`config.mk`:
```
export PLATFORM = sky130hd
export DESIGN_NAME = uart_rx_ctrl_flat
export DESIGN_NICKNAME = d
export VERILOG_FILES = /design/src/rtl/uart_rx_ctrl_if.sv /design/src/rtl/uart_rx_ctrl.sv /design/src/flat_wrapper.sv
export SDC_FILE = /design/constraint.sdc
export NUM_CORES = 1
export LEC_CHECK = 0
export BUFFER_PORTS_ARGS = -buffer_cell sky130_fd_sc_hd__buf_4
export CORE_UTILIZATION = 45
export DETAILED_ROUTE_END_ITERATION = 10
export PLACE_DENSITY = 0.65
export SETUP_SLACK_MARGIN = 0.4
export SYNTH_ARGS = -nofsm -noshare
export SYNTH_HDL_FRONTEND = slang
export SYNTH_SLANG_ARGS = --single-unit
export TNS_END_PERCENT = 5
```
`constraint.sdc`:
```
create_clock -name clk -period 4.74 [get_ports clk]
set_clock_uncertainty 0.1 [all_clocks]
set_input_delay 0.711 -clock clk [delete_from_list [all_inputs] [get_ports clk]]
set_output_delay 0.711 -clock clk [all_outputs]
set_load 0.01 [all_outputs]
```
`src/rtl/uart_rx_ctrl_if.sv`:
```
// Consumer-side bundle for the UART receiver: byte, valid/read handshake,
// framing-error pulse and overrun flag. master = receiver, slave = consumer.
interface uart_rx_ctrl_if;
  logic [7:0] out;
  logic       vld;
  logic       rd;
  logic       err;
  logic       ovr;

  modport master (
    output out,
    output vld,
    output err,
    output ovr,
    input  rd
  );

  modport slave (
    input  out,
    input  vld,
    input  err,
    input  ovr,
    output rd
  );
endinterface

```
`src/rtl/uart_rx_ctrl.sv`:
```
// UART receive controller: 3-stage rx sync, start detect, mid-bit sampling
// of 8 data bits (LSB first), stop check, valid/read handshake, framing error.
// Ports: clk, rst (sync, active-high), rx (async line, idle high),
//   bus (master modport): out[7:0], vld, err (1-clk pulse), ovr, rd in.
// Option: define UART_RX_OVERRUN_EN to drop new bytes on overrun and keep a
//   sticky ovr flag; otherwise new bytes overwrite out and ovr is tied 0.
module uart_rx_ctrl #(
  parameter int BIT_TIME = 1250
) (
  input  logic           clk,
  input  logic           rst,
  input  logic           rx,
  uart_rx_ctrl_if.master bus
);

  localparam int TW = $clog2(BIT_TIME);
  localparam logic [TW-1:0] T_HALF = TW'(BIT_TIME / 2 - 1);
  localparam logic [TW-1:0] T_FULL = TW'(BIT_TIME - 1);

  typedef enum logic [2:0] {
    IDLE,
    START,
    DATA,
    STOP,
    BRK
  } state_t;

  state_t        state_q, state_d;
  logic [2:0]    sync_q;
  logic [TW-1:0] timer_q, timer_d;
  logic [2:0]    cnt_q, cnt_d;
  logic [7:0]    shift_q, shift_d;
  logic [7:0]    out_q, out_d;
  logic          vld_q, vld_d;
  logic          err_q, err_d;
  logic          ovr_q, ovr_d;

  logic line;
  logic fall;
  logic accept;
  logic t_zero;
  logic done;

  assign line   = sync_q[2];
  assign fall   = sync_q[2] & ~sync_q[1];
  assign accept = bus.rd & vld_q;
  assign t_zero = (timer_q == '0);

  always_comb begin
    state_d = state_q;
    timer_d = timer_q;
    cnt_d   = cnt_q;
    shift_d = shift_q;
    err_d   = 1'b0;
    done    = 1'b0;

    unique case (state_q)
      IDLE: begin
        if (fall) begin
          state_d = START;
          timer_d = T_HALF;
        end
      end
      START: begin
        if (!t_zero) begin
          timer_d = timer_q - 1'b1;
        end else if (line) begin
          state_d = IDLE;
        end else begin
          state_d = DATA;
          cnt_d   = '0;
          timer_d = T_FULL;
        end
      end
      DATA: begin
        if (!t_zero) begin
          timer_d = timer_q - 1'b1;
        end else begin
          shift_d = {line, shift_q[7:1]};
          cnt_d   = cnt_q + 1'b1;
          timer_d = T_FULL;
          if (cnt_q == 3'd7) state_d = STOP;
        end
      end
      STOP: begin
        if (!t_zero) begin
          timer_d = timer_q - 1'b1;
        end else if (line) begin
          done    = 1'b1;
          state_d = IDLE;
        end else begin
          err_d   = 1'b1;
          state_d = BRK;
        end
      end
      BRK: begin
        if (line) state_d = IDLE;
      end
      default: state_d = IDLE;
    endcase
  end

  // Handshake: an accepted rd clears vld; a completed byte in the same clk
  // re-arms it, so done takes priority over the clear.
  always_comb begin
    out_d = out_q;
    vld_d = vld_q;
    ovr_d = ovr_q;
    if (accept) begin
      vld_d = 1'b0;
      ovr_d = 1'b0;
    end
`ifdef UART_RX_OVERRUN_EN
    if (done) begin
      if (vld_q && !bus.rd) begin
        ovr_d = 1'b1;
      end else begin
        out_d = shift_q;
        vld_d = 1'b1;
      end
    end
`else
    ovr_d = 1'b0;
    if (done) begin
      out_d = shift_q;
      vld_d = 1'b1;
    end
`endif
  end

  always_ff @(posedge clk) begin
    if (rst) begin
      sync_q  <= 3'b111;
      state_q <= IDLE;
      timer_q <= '0;
      cnt_q   <= '0;
      shift_q <= '0;
      out_q   <= '0;
      vld_q   <= 1'b0;
      err_q   <= 1'b0;
      ovr_q   <= 1'b0;
    end else begin
      sync_q  <= {sync_q[1:0], rx};
      state_q <= state_d;
      timer_q <= timer_d;
      cnt_q   <= cnt_d;
      shift_q <= shift_d;
      out_q   <= out_d;
      vld_q   <= vld_d;
      err_q   <= err_d;
      ovr_q   <= ovr_d;
    end
  end

  assign bus.out = out_q;
  assign bus.vld = vld_q;
  assign bus.err = err_q;
`ifdef UART_RX_OVERRUN_EN
  assign bus.ovr = ovr_q;
`else
  assign bus.ovr = 1'b0;
`endif

endmodule

```
`src/flat_wrapper.sv`:
```
// flat-port wrapper written by rule: the top's interface ports become plain ports
module uart_rx_ctrl_flat 
#(
  parameter int BIT_TIME = 1250
)
  (clk, rst, rx, bus_out, bus_vld, bus_err, bus_ovr, bus_rd);
  uart_rx_ctrl_if bus_i ();
  input  logic clk;
  input  logic rst;
  input  logic rx;
  output wire logic [$bits(bus_i.out)-1:0] bus_out;
  output wire logic [$bits(bus_i.vld)-1:0] bus_vld;
  output wire logic [$bits(bus_i.err)-1:0] bus_err;
  output wire logic [$bits(bus_i.ovr)-1:0] bus_ovr;
  input wire logic [$bits(bus_i.rd)-1:0] bus_rd;
  assign bus_out = bus_i.out;
  assign bus_vld = bus_i.vld;
  assign bus_err = bus_i.err;
  assign bus_ovr = bus_i.ovr;
  assign bus_i.rd = bus_rd;
  uart_rx_ctrl #(.BIT_TIME(BIT_TIME)) u_core (.clk(clk), .rst(rst), .rx(rx), .bus(bus_i));
endmodule
```
---- After elaboration in Yosys (flattened, before gate mapping) ----
Index checks and enable logic that the tools add are counted.
operators by class
  multiply operators ...................... 0
  magnitude comparators ................... 0
  muxes and demuxes ....................... 25
  shift operators ......................... 0
  bitwise gates (word level) .............. 5
  divide/modulo/power cells ............... 0
  equal/unequal tests ..................... 14
  add/sub/neg operators ................... 2
  reduce and logical (&&, ||, !) cells .... 10
operators with widths
  operator                                               number
  two-way mux 11 bit                                     5
  case mux 11 bit (4 select lines)                       1
  two-way mux 3 bit                                      10
  case mux 3 bit (5 select lines)                        1
  inequality test 2 x 1 -> 1 bit, second input constant  6
  zero test 11 bit                                       1
  subtractor 11 x 1 -> 11 bit, second input constant     1
  AND reduction 4 bit                                    2
  equality test 3 x 2 -> 1 bit, second input constant    2
  equality test 3 bit, second input constant             2
  two-way mux 1 bit                                      6
  case mux 3 bit (2 select lines)                        1
  AND reduction 6 bit                                    1
  inequality test 2 bit, second input constant           2
  nonzero test 2 bit                                     2
  nonzero test 4 bit                                     1
  adder 3 x 1 -> 3 bit, second input constant            1
  equality test 3 x 1 -> 1 bit, second input constant    1
  zero test 3 bit                                        1
  inequality test 3 bit, second input constant           1
  NOT 1 bit                                              3
  OR reduction 3 bit                                     1
  bitwise AND 1 bit                                      2
  two-way mux 2 bit                                      1
  AND reduction 2 bit                                    1
storage, ports and cells
  register bits ........................... 38
  latch bits .............................. 0
  memory bits (read-only) ................. 0
  memories ................................ 0
  bits of input ports ..................... 4
  logic and storage cells ................. 64
  output and inout port bits .............. 11
  bits in writable memories ............... 0

---- Depth between registers and ports, before layout ----
Gate-level depths: netlist of the first run.
  depth in word-level cells ............... 4
  mapped depth ............................ 9
  gate-level depth less buffers ........... 7

---- Worst setup path after synthesis of the first run ----
Ideal clock, no wire load.
  kind .................................... register -> register
  start point ............................. register u_core.timer_q[0]
  end point ............................... register u_core.cnt_q[0]
  slack ................................... 2461 ps
  library setup time ...................... 132 ps
  period minus slack after synthesis ...... 2279 ps
  required time ........................... 4508 ps
  path buffers ............................ 2
  stages on the path, launching flop included .. 10
  arrival time ............................ 2047 ps
  cell sequence ........................... dfxtp_1 -> inv_1 -> ha_1 -> or3b_1 -> clkbuf_1 -> or3_1 -> buf_6 -> or3_4 -> nand2_1 -> a21oi_1
between the ends
  longest elaborated chain between the ends .. 3
  elaborated cells on any way between the ends .. 4
  those cells by class .................... 2 x eq/ne; 2 x reduce/logical
ends and longest elaborated chain
  element                                          line                 RTL
  start: declaration                               uart_rx_ctrl.sv:30   logic [TW-1:0] timer_q, timer_d;
  start signal: assignment                         uart_rx_ctrl.sv:145  timer_q <= timer_d;
  zero test 11 bit (*)                             uart_rx_ctrl.sv:47   assign t_zero = (timer_q == '0);
  inequality test 2 x 1 -> 1 bit (no source line)  -
  AND reduction 4 bit (no source line) (*)         -
  end signal: assignment                           uart_rx_ctrl.sv:146  cnt_q <= cnt_d;
  end: declaration                                 uart_rx_ctrl.sv:31   logic [2:0] cnt_q, cnt_d;
Every way passes the cells marked *; elsewhere a longest branch is shown, timed or not.
A chain may end at the register's enable or synchronous reset.

---- Worst setup path in the final report of the first run ----
  start point ............................. register u_core.timer_q[0]
  end point ............................... register u_core.cnt_q[1]
Same word-level chain as after synthesis.

==> run summary, run 1 <==
The flow ran to the end, and the final reports show no timing, DRC or antenna violations. In the final design database the tool counted 224 nets. Combinational logic burns 17.9% of the power. The number of buffers inserted by port buffering was 13. The initial utilization of the core area, before any placement, comes to 47.2%. The full die area came out at 0.00412 sq mm. The type of the worst setup path was reg -> reg. The worst setup path is launched from a flip-flop. The run gives 5 as the total clock buffers created by CTS. The average wire per cell in the routed design works out to 13.9 um.

For the clock latency on the worst-skew pair, the log shows 290 ps. The longest clock path from root to sink contains 2 buffers. The count of H-tree levels built during CTS is 2. The logs give 0 for the number of gates resized after cts and 0.819 mW for the total power consumption of the routed design. CTS saw 38 sinks. After synthesis, flip-flops and latches occupy 43.7% of the total area.

The final critical path takes up 50.9% of the cycle. The post-route minimum period is 2410 ps. The yosys synthesis warning count was 0. The top achievable clock speed is 414 MHz. In this run the cell area of the synthesized design comes to 0.00174 sq mm. X dimension of the die: 64.2 um. For this design the total switching power over the nets is 0.225 mW. Global routing used 5.54% of the available met3 tracks. Number of violations of the max-capacitance limit: 0. The worst-case IR drop observed on VDD is 224 uV. In this run the post-CTS setup repair buffer count came out at 0. The remaining antenna violation count after routing came out at 0. For the boundary pin count, the log shows 15.

Largest area contributor in the netlist: dfxtp_1. In the post-synthesis netlist, the biggest area contributors are dfxtp_1, a21oi_1, mux2i_1, nor2_1, nor3_1. The tools report the initial antenna violation count as 0. In the post-synthesis netlist, the cell with the most instances is dfxtp_1. Global routing finished with a remaining overflow of 0. At the pin with the least slew margin, the transition time is 571 ps.

The internal cell power came out at 0.594 mW. The core area was 0.00369 sq mm; the maximum number of pins on one net before global-route repair was 39. The number of antenna diodes in the final layout is 0. The tools report the weighted congestion at the end of routability-driven global placement as 0.880.

After detailed routing, the number of vias per cell comes to 5.63. In this run the clock root is driven by a clkbuf_8. The synthesized design contains 0 enable-type register cells. The worst path required time was 4810 ps; the share of the synthesized area in the top cell type was 43.7%. The synthesized area per cell came out at 8.29 sq um. After clock tree synthesis, the clock-pin slew on the worst setup and hold paths is 80 ps. Relative to the synthesized area, the layout overhead comes to 13.8%. The global routing met1 resource utilization was 25.9%.

By count the netlist is led by dfxtp_1, a21oi_1, nor2_1, nand2_1, nor3_1. Of all flip-flops after synthesis, the portion carrying an async set or reset was 0%. Row generation in the floorplan step produced 22 rows. Setup repair after global routing left no endpoint under its margin.

For this design the ratio of total power to cell area is 413 mW/mm^2. The tools report the detailed-placement wirelength estimate as 2600 um. STA classifies the critical path endpoint as a flip-flop. After routing, the total negative slack on setup checks comes to 0 ps. Net switching is 27.5% of the power. After synthesis the netlist holds a flip-flop and latch count of 38. For the worst setup path, the data arrival time is 2490 ps. Path class of the lowest-slack min-delay path: reg -> reg. Setup violations remaining at the end of the flow were counted as 0. The highest net fanout along the worst path was 7. Height of the die: 64.2 um. The filler cells instantiated in the layout total 355. In the global route stage, met2 resource usage came out at 32.3%.

The routed design has 3710 um of wire. The register share of total power was 41.7%; the number of global-route vias before repair was 1399. Cells with a size suffix above 1 make up 16.1% of the layout.

TritonCTS built the clock tree. The logs give 0 for the hold violation count in the final report and 35 for the number of distinct library cells after synthesis. For this run, the detailed router's first-pass iteration total came to 4. The vias after detailed routing is 1498, and the net count after synthesis is 217. After clock tree synthesis, the flow added hold-fix buffers numbering 0. The run gives 0 as the max-slew violation total from the final report. The run gives 0 as the number of remaining DRC errors.

Among all flip-flop cells after synthesis, the most frequent one is dfxtp_1. Once layout is complete, the utilization of the core stands at 53.7%. Layer carrying the most global-route usage: met2. Leakage power of the design: 0.795 nW. The logs give 40.3% for the clock network power share and 6400 um for the wire length of the first global-routing pass.

Headroom to the max-slew limit came out at 61.8%. The detailed router finished its first iteration with 91 violations. The run gives 20.1% as the overall fraction of global-route tracks in use. Synthesis produced a netlist whose cell count is 210.
==> per-layer routing <==
layer  share of wire (%)  vias up
li1                    -      749
met1                  49      710
met2                  46       34
met3                 4.4        5
met4                 1.1        0
met5                   0        -
==> per-stage QoR <==
stage	setup WS (ps)	cell area, sq um	std cells	hold slack, ps
3_3_place_gp	2400	1840	258	293
3_5_place_dp	2340	1840	258	298
2_1_floorplan	2460	1740	210	289
5_1_grt	2230	1980	266	335
4_1_cts	2330	1980	266	317
6_report	2330	1980	266	314
==> cells in the final DEF (no fill, tap or decap), types with 3 or more instances in the layout <==
| master | instances |
|---|---|
| a21oi_1 | 26 |
| buf_4 | 15 |
| clkbuf_8 | 5 |
| dfxtp_1 | 38 |
| ha_1 | 3 |
| inv_1 | 4 |
| mux2i_1 | 10 |
| nand2_1 | 18 |
| nand2b_1 | 3 |
| nand3_1 | 10 |
| nand3b_1 | 4 |
| nor2_1 | 23 |
| nor3_1 | 14 |
| nor4_1 | 4 |
| o21a_1 | 3 |
| o21ai_0 | 9 |
| or2_2 | 5 |
| or3_1 | 3 |
==> flip-flops by register name, indices dropped and copies added, names as in the netlist <==
name / flops
u_core.timer_q: 11
u_core.bus.out: 8
u_core.shift_q: 8
u_core.cnt_q: 3
u_core.state_q: 3
u_core.sync_q: 3
u_core.bus.err: 1
u_core.bus.vld: 1
==> worst max-delay path, stage by stage (launching register included) <==
cell     delay (ps)
dfxtp_1         320
inv_1            60
ha_1            170
or3b_1          470
or3_1           550
or3_4           470
nand2_1          90
a21oi_1          50
==> layout make-up <==
cell class / instances / area [sq um] / share of cell area (%)
clock inverter: 3 / 68.8 / 3.47
sequential: 38 / 761 / 38.4
tap: 48 / 60.1 / 3.03
multi-input combinational: 153 / 895 / 45.2
clock buffer: 5 / 68.8 / 3.47
timing repair buffer: 15 / 113 / 5.69
inverter: 4 / 15.0 / 0.758
==> power groups by stage <==
stage,Sequential (mW),Combinational (mW),Clock [mW]
5_1_grt,0.344,0.160,0.349
2_1_floorplan,0.344,0.126,0
3_5_place_dp,0.349,0.145,0
3_3_place_gp,0.348,0.142,0
4_1_cts,0.341,0.146,0.335
6_report,0.342,0.147,0.330
==> kinds of logic after synthesis <==
logic type | after synthesis | share of synthesized area, %
compound gates | 48 | 16.7
simple gates | 90 | 26.1
fa+ha+maj | 3 | 2.16
other cells | 1 | 0.215
flops | 38 | 43.7
mux | 10 | 5.75
buf+inv | 19 | 4.89
xor+xnor | 1 | 0.503
==> final timing paths <==
path / from / to / slack, ps / depth (start not counted)
min: u_core.sync_q[0] / u_core.sync_q[1] / 310 / 1
max reg2reg: u_core.timer_q[0] / u_core.cnt_q[1] / 2330 / 7
min reg2reg: u_core.sync_q[0] / u_core.sync_q[1] / 310 / 1
max: u_core.timer_q[0] / u_core.cnt_q[1] / 2330 / 7
Power figures use the tool's default switching activity.
==> inputs of run 2 (changes only) <==
PLACE_DENSITY = 0.67   (was 0.65)
clock period = 1.9 ns   (was 4.74 ns; I/O delays follow)
==> run summary, run 2 (same netlist as run 1, synthesis figures left out) <==
Setup repair after global routing could not meet its margin everywhere. TritonCTS built the clock tree. The number of antenna diodes in the final layout is 0. The largest register by flop count was u_core.timer_q. The logs give 0 for the initial antenna violation count and -299 ps for the worst-case setup slack after placement. For this design the static power due to leakage is 0.922 nW. The run gives 0.00207 sq mm as the total cell area at the placement stage. Of the cells placed in the final design, the portion with a size suffix greater than 1 is 30.0%. Setup violations remaining at the end of the flow were counted as 31. Summing all non-filler instances in the final layout gives an area of 0.00221 sq mm. The overall fraction of global-route tracks in use is 21.1%. Counting the fill cells in the layout gives 340.

Final period utilization: 112%. The die covers 0.00412 sq mm. Hold repair after CTS inserted 0 buffers.

The type of the worst setup path is reg -> reg. The post-route minimum period is 2120 ps, and the setup TNS is -3120 ps. Dividing the detail-routed wire length by the instance count gives 13.2 um.

STA puts the critical path data arrival time at 2180 ps. Number of global-route vias before repair: 1427. The number of buffers inserted by port buffering was 13. The weighted congestion at the end of routability-driven global placement came out at 0.844. The tools report the hold violation count in the final report as 0. Height of the die: 64.2 um. The detail route stage leaves a number of antenna-violating nets equal to 0. For the total clock buffers created by CTS, the log shows 5. For the boundary pin count, the log shows 15. The floorplan step set the die width to 64.2 um. The vias after detailed routing came out at 1605. The flow ran to the end, but the final reports show violations.

The final net count was 253; the number of remaining DRC errors was 0. The tool flagged a number of max-cap violations equal to 0. The worst path required time came out at 1960 ps. In the routed layout, each cell is associated on average with a via count of 5.44. Top achievable clock speed: 471 MHz. The path class of the lowest-slack min-delay path was in -> reg.

The floorplan has 22 rows. In this run the power density over the cells is 906 mW/mm^2. Across the VDD grid, the largest voltage drop is 506 uV. The highest net fanout along the worst path is 8, and the number of flip-flops in the largest register is 11.

The max-slew violation total from the final report was 0; the CTS clock-pin slew for the worst setup and hold paths was 80 ps. The first TritonRoute pass finished after 4 iterations. The wire length of the first global-routing pass came out at 6670 um.

Leaving out fill and tap cells, the most frequent cells in the layout are buf_4, dfxtp_1, a21oi_1. For this block, the initial DRC count from the detailed router was 127. The region available for standard cell placement spans 0.00369 sq mm.

The run gives 47.2% as the initial standard-cell utilization of the core. Total setup buffers inserted after CTS: 0. The total overflow reported by the global router was 0. The worst setup path is launched from a flip-flop. The final reports fail on setup timing.

The most common cell after layout, fill and taps aside was buf_4. The area growth from synthesis to layout came out at 26.8%. The maximum number of pins on one net before global-route repair came out at 39. Root buffer cell: clkbuf_8. After detailed routing, the total wire length is 3890 um. For the detailed-placement wirelength estimate, the log shows 2680 um.

The tree built by TritonCTS fans out to 38 sinks. The logs give -223 ps for the final worst setup slack and 2 for the clock tree buffer depth. The worst setup path is captured at a flip-flop. The H-tree was split into 2 levels. At the later pin of the worst-skew pair, clock insertion delay measures 290 ps.
-- run 2: changes by cell type in the layout (fill, tap and decap cells not counted), sizes merged --
cell,previous run,this run
clkinvlp,0,1
bufinv,2,0
clkbuf,5,6
buf,15,43
o21ai,10,11
-- run 2: path summary, 6_finish.rpt --
path / startpoint / endpoint / slack [ps] / cells after the start
hold / removal: rx / u_core.sync_q[0] / 80 / 2
hold reg to reg: u_core.sync_q[0] / u_core.sync_q[1] / 340 / 1
setup / recovery: u_core.timer_q[7] / u_core.cnt_q[0] / -220 / 5
setup reg to reg: u_core.timer_q[7] / u_core.cnt_q[0] / -220 / 5
-- run 2: area by class of cell --
cell class | count | area (sq um) | area share, %
Multi-Input combinational cell | 154 | 947 | 42.9
Tap cell | 48 | 60.1 | 2.72
Inverter | 4 | 15.0 | 0.680
Timing Repair Buffer | 43 | 327 | 14.8
Clock buffer | 6 | 82.6 | 3.74
Sequential cell | 38 | 763 | 34.6
Clock inverter | 2 | 12.5 | 0.567
-- run 2: what timing repair did --
action / in CTS / in global routing
gates resized for setup: 4 / 6
gates cloned: 0 / 1
endpoints found under the setup margin: 35 / 35
pin swaps: 3 / 3
-- run 2: metal layers --
metal	wire (um)	GRT usage, %	up-vias
li1	-	-	807
met1	1940	28.7	761
met2	1770	31.6	33
met3	135	5.36	4
met4	47	8.33	0
met5	0	0	-
-- run 2: stage by stage --
step	util [%]	hold WS, ps	cells	total power, mW
2_1_floorplan	-	289	210	1.19
3_3_place_gp	56.1	311	286	1.38
3_5_place_dp	56.1	330	286	1.38
4_1_cts	58.9	75.0	294	1.98
5_1_grt	59.8	61.6	295	2.12
6_report	59.8	83.2	295	2.00
-- run 2: power breakdown --
group / internal (mW) / switching (mW) / total [mW]
registers: 0.822 / 0.0141 / 0.836
clock network: 0.292 / 0.288 / 0.580
logic: 0.282 / 0.303 / 0.585
total: 1.40 / 0.605 / 2.00
-- run 2: critical path, cell delays in order, from the launching register on --
cell and delay, ps:
dfxtp_1 310, or4_4 570, or3_4 480, or3_4 410
nand2_1 70, a21oi_1 50
==> inputs of run 3 (changes only) <==
PLACE_DENSITY = 0.62   (was 0.67)
==> run summary, run 3 (same netlist as run 1, synthesis figures left out) <==
Area growth from synthesis to layout: 24.3%. Dividing total power by cell area gives a power density of 892 mW/mm^2. The run gives 25 as the final count of negative-setup-slack endpoints. The post-route minimum period came out at 2140 ps.

The power dissipated by switching net loads is 0.589 mW. The root buffer cell is clkbuf_8. The clock latency on the worst-skew pair was 290 ps. The weighted congestion at the end of routability-driven global placement was 0.892. The top cell types in the final layout, fill and taps aside, are buf_4, dfxtp_1, a21oi_1. The storage element area is 763 sq um, and the vias after detailed routing is 1598. The hold violation count in the final report is 0.

TritonCTS built the clock tree. The final worst setup slack was -242 ps; the area taken by multi-input logic gates was 938 sq um. The register with the most flip-flops in the layout has 11 of them. The tools report the initial antenna violation count as 0.

The logs give 5 for the total clock buffers created by CTS and 250 for the final net count. The max-slew violation total from the final report came out at 0. Using the TritonRoute via totals, the vias-per-cell ratio works out to 5.49.

The clock drives 38 sinks. The tools report the number of remaining DRC errors as 0. The run finished, with violations left. The logs give 0 for the total setup buffers inserted after CTS and 133 for the number of design-rule violations left by the first detailed-router iteration. The highest net fanout along the worst path was 6. The share of total power consumed by net switching came out at 30.5%.

The kind of start point of the critical path is a flip-flop. Static timing analysis puts the maximum clock frequency at 467 MHz. For the clock network power share, the log shows 26.9%.

Most common cell after layout, fill and taps aside: buf_4. The number of global-route vias before repair was 1564. The run gives 0.00369 sq mm as the core area.

The tools report the leakage power of the design as 0.906 nW. The height of the die works out to 64.2 um. The total cell area at the placement stage is 0.00205 sq mm.

The wire-length estimate of the detail-placed layout is 3000 um. Kind of end point of the critical path: a flip-flop. The wire length of the first global-routing pass is 6970 um, and the total power consumption of the routed design is 1.93 mW. Ranked by flip-flop count, first place goes to u_core.timer_q. The post-route netlist has 28.8% of its cells at a drive strength greater than 1.

The CTS clock-pin slew for the worst setup and hold paths was 70 ps; the average wire per cell in the routed design was 14.2 um. The run gives 362 as the layout filler cell count. The total overflow reported by the global router is 0, and the x dimension of the die is 64.2 um. For this configuration, the core starts out at a cell density of 47.2%. Counting along the longest clock path gives a buffer depth of 2. Dividing the final minimum period by the clock period gives 113%.

Across every metal layer, demand over resource in global routing totals 21.9%. The boundary pin count was 15; the number of core rows was 22. The tightest min-delay check is of the in -> reg type.

The critical path is of the reg -> reg type. The repair_antennas step left the layout with diodes totalling 0. The first TritonRoute pass finished after 4 iterations. The checks that failed: setup timing. The die covers 0.00412 sq mm.

The number of buffers inserted by port buffering was 13; the total detailed-routing wirelength was 4120 um. For the data arrival at the endpoint of the critical path, the log shows 2200 ps. Setup repair after global routing could not meet its margin everywhere. Combinational logic is responsible for 29.7% of the overall power.

The tools report the maximum number of pins on one net before global-route repair as 39. The run gives 43.4% as the register share of total power. The run gives 2 as the count of H-tree levels built during CTS. Cell internal power was estimated by the tool at 1.34 mW. The worst path required time is 1960 ps, and the worst vdd rail ir drop is 496 uV. The tool flagged a number of max-cap violations equal to 0. The remaining antenna violation count after routing came out at 0.

The logs give 0.00216 sq mm for the post-route standard cell area excluding fillers and 0 for the number of hold-repair buffers added at the cts stage.
==> run 3: cell types whose count changed in the layout (fill, tap and decap cells not counted), sizes merged <==
cell and change:
clkinvlp -1, clkinv +1, buf -2, clkbuf -1
o21ai -1
==> run 3: critical path, stage by stage, from the launching register on <==
cell and delay, ps:
dfxtp_1 320, or4_4 570, or3_4 460, or3_4 420, nand2_1 80, a21oi_1 60
==> run 3: final cells by class <==
type,count,share of cell area (%)
Clock buffer,5,3.18
Clock inverter,2,0.463
Inverter,4,0.694
Multi-Input combinational cell,153,43.4
Sequential cell,38,35.3
Tap cell,48,2.78
Timing Repair Buffer,41,14.2
==> run 3: routing by layer <==
metal / up-vias / share of wire [%] / track usage [%]
met5: - / 0 / 0
met4: 0 / 1.3 / 9.17
met3: 6 / 4.2 / 5.54
met2: 35 / 48 / 35.4
met1: 759 / 46 / 27.5
li1: 798 / - / -
==> run 3: through the flow <==
step | setup slack [ps] | TNS (ps) | cells | hold WS [ps] | utilization, %
floorplan | -288 | -4930 | 210 | 289 | -
global placement | -238 | -4240 | 284 | 301 | 55.7
detailed placement | -326 | -5650 | 284 | 312 | 55.7
CTS | -227 | -4220 | 291 | 85.4 | 58.5
global route | -271 | -6030 | 291 | 84.9 | 58.6
finish | -242 | -3180 | 291 | 90.8 | 58.6
==> run 3: power groups by stage <==
stage	Clock (mW)	Sequential, mW	Combinational, mW
5_1_grt	0.566	0.840	0.616
6_report	0.520	0.838	0.573
2_1_floorplan	0	0.859	0.328
3_5_place_dp	0	0.855	0.527
4_1_cts	0.535	0.837	0.562
3_3_place_gp	0	0.855	0.518
==> run 3: worst paths after layout <==
kind	from	to	slack, ps	depth (start not counted)
max reg2reg	u_core.timer_q[9]	u_core.cnt_q[1]	-240	5
min reg2reg	u_core.sync_q[0]	u_core.sync_q[1]	320	1
min	rx	u_core.sync_q[0]	90	2
max	u_core.timer_q[9]	u_core.cnt_q[1]	-240	5
==> run 3: timing repair <==
item	in CTS	in global routing
resized for setup	8	1
setup endpoints to repair	35	35
pin swaps	3	1
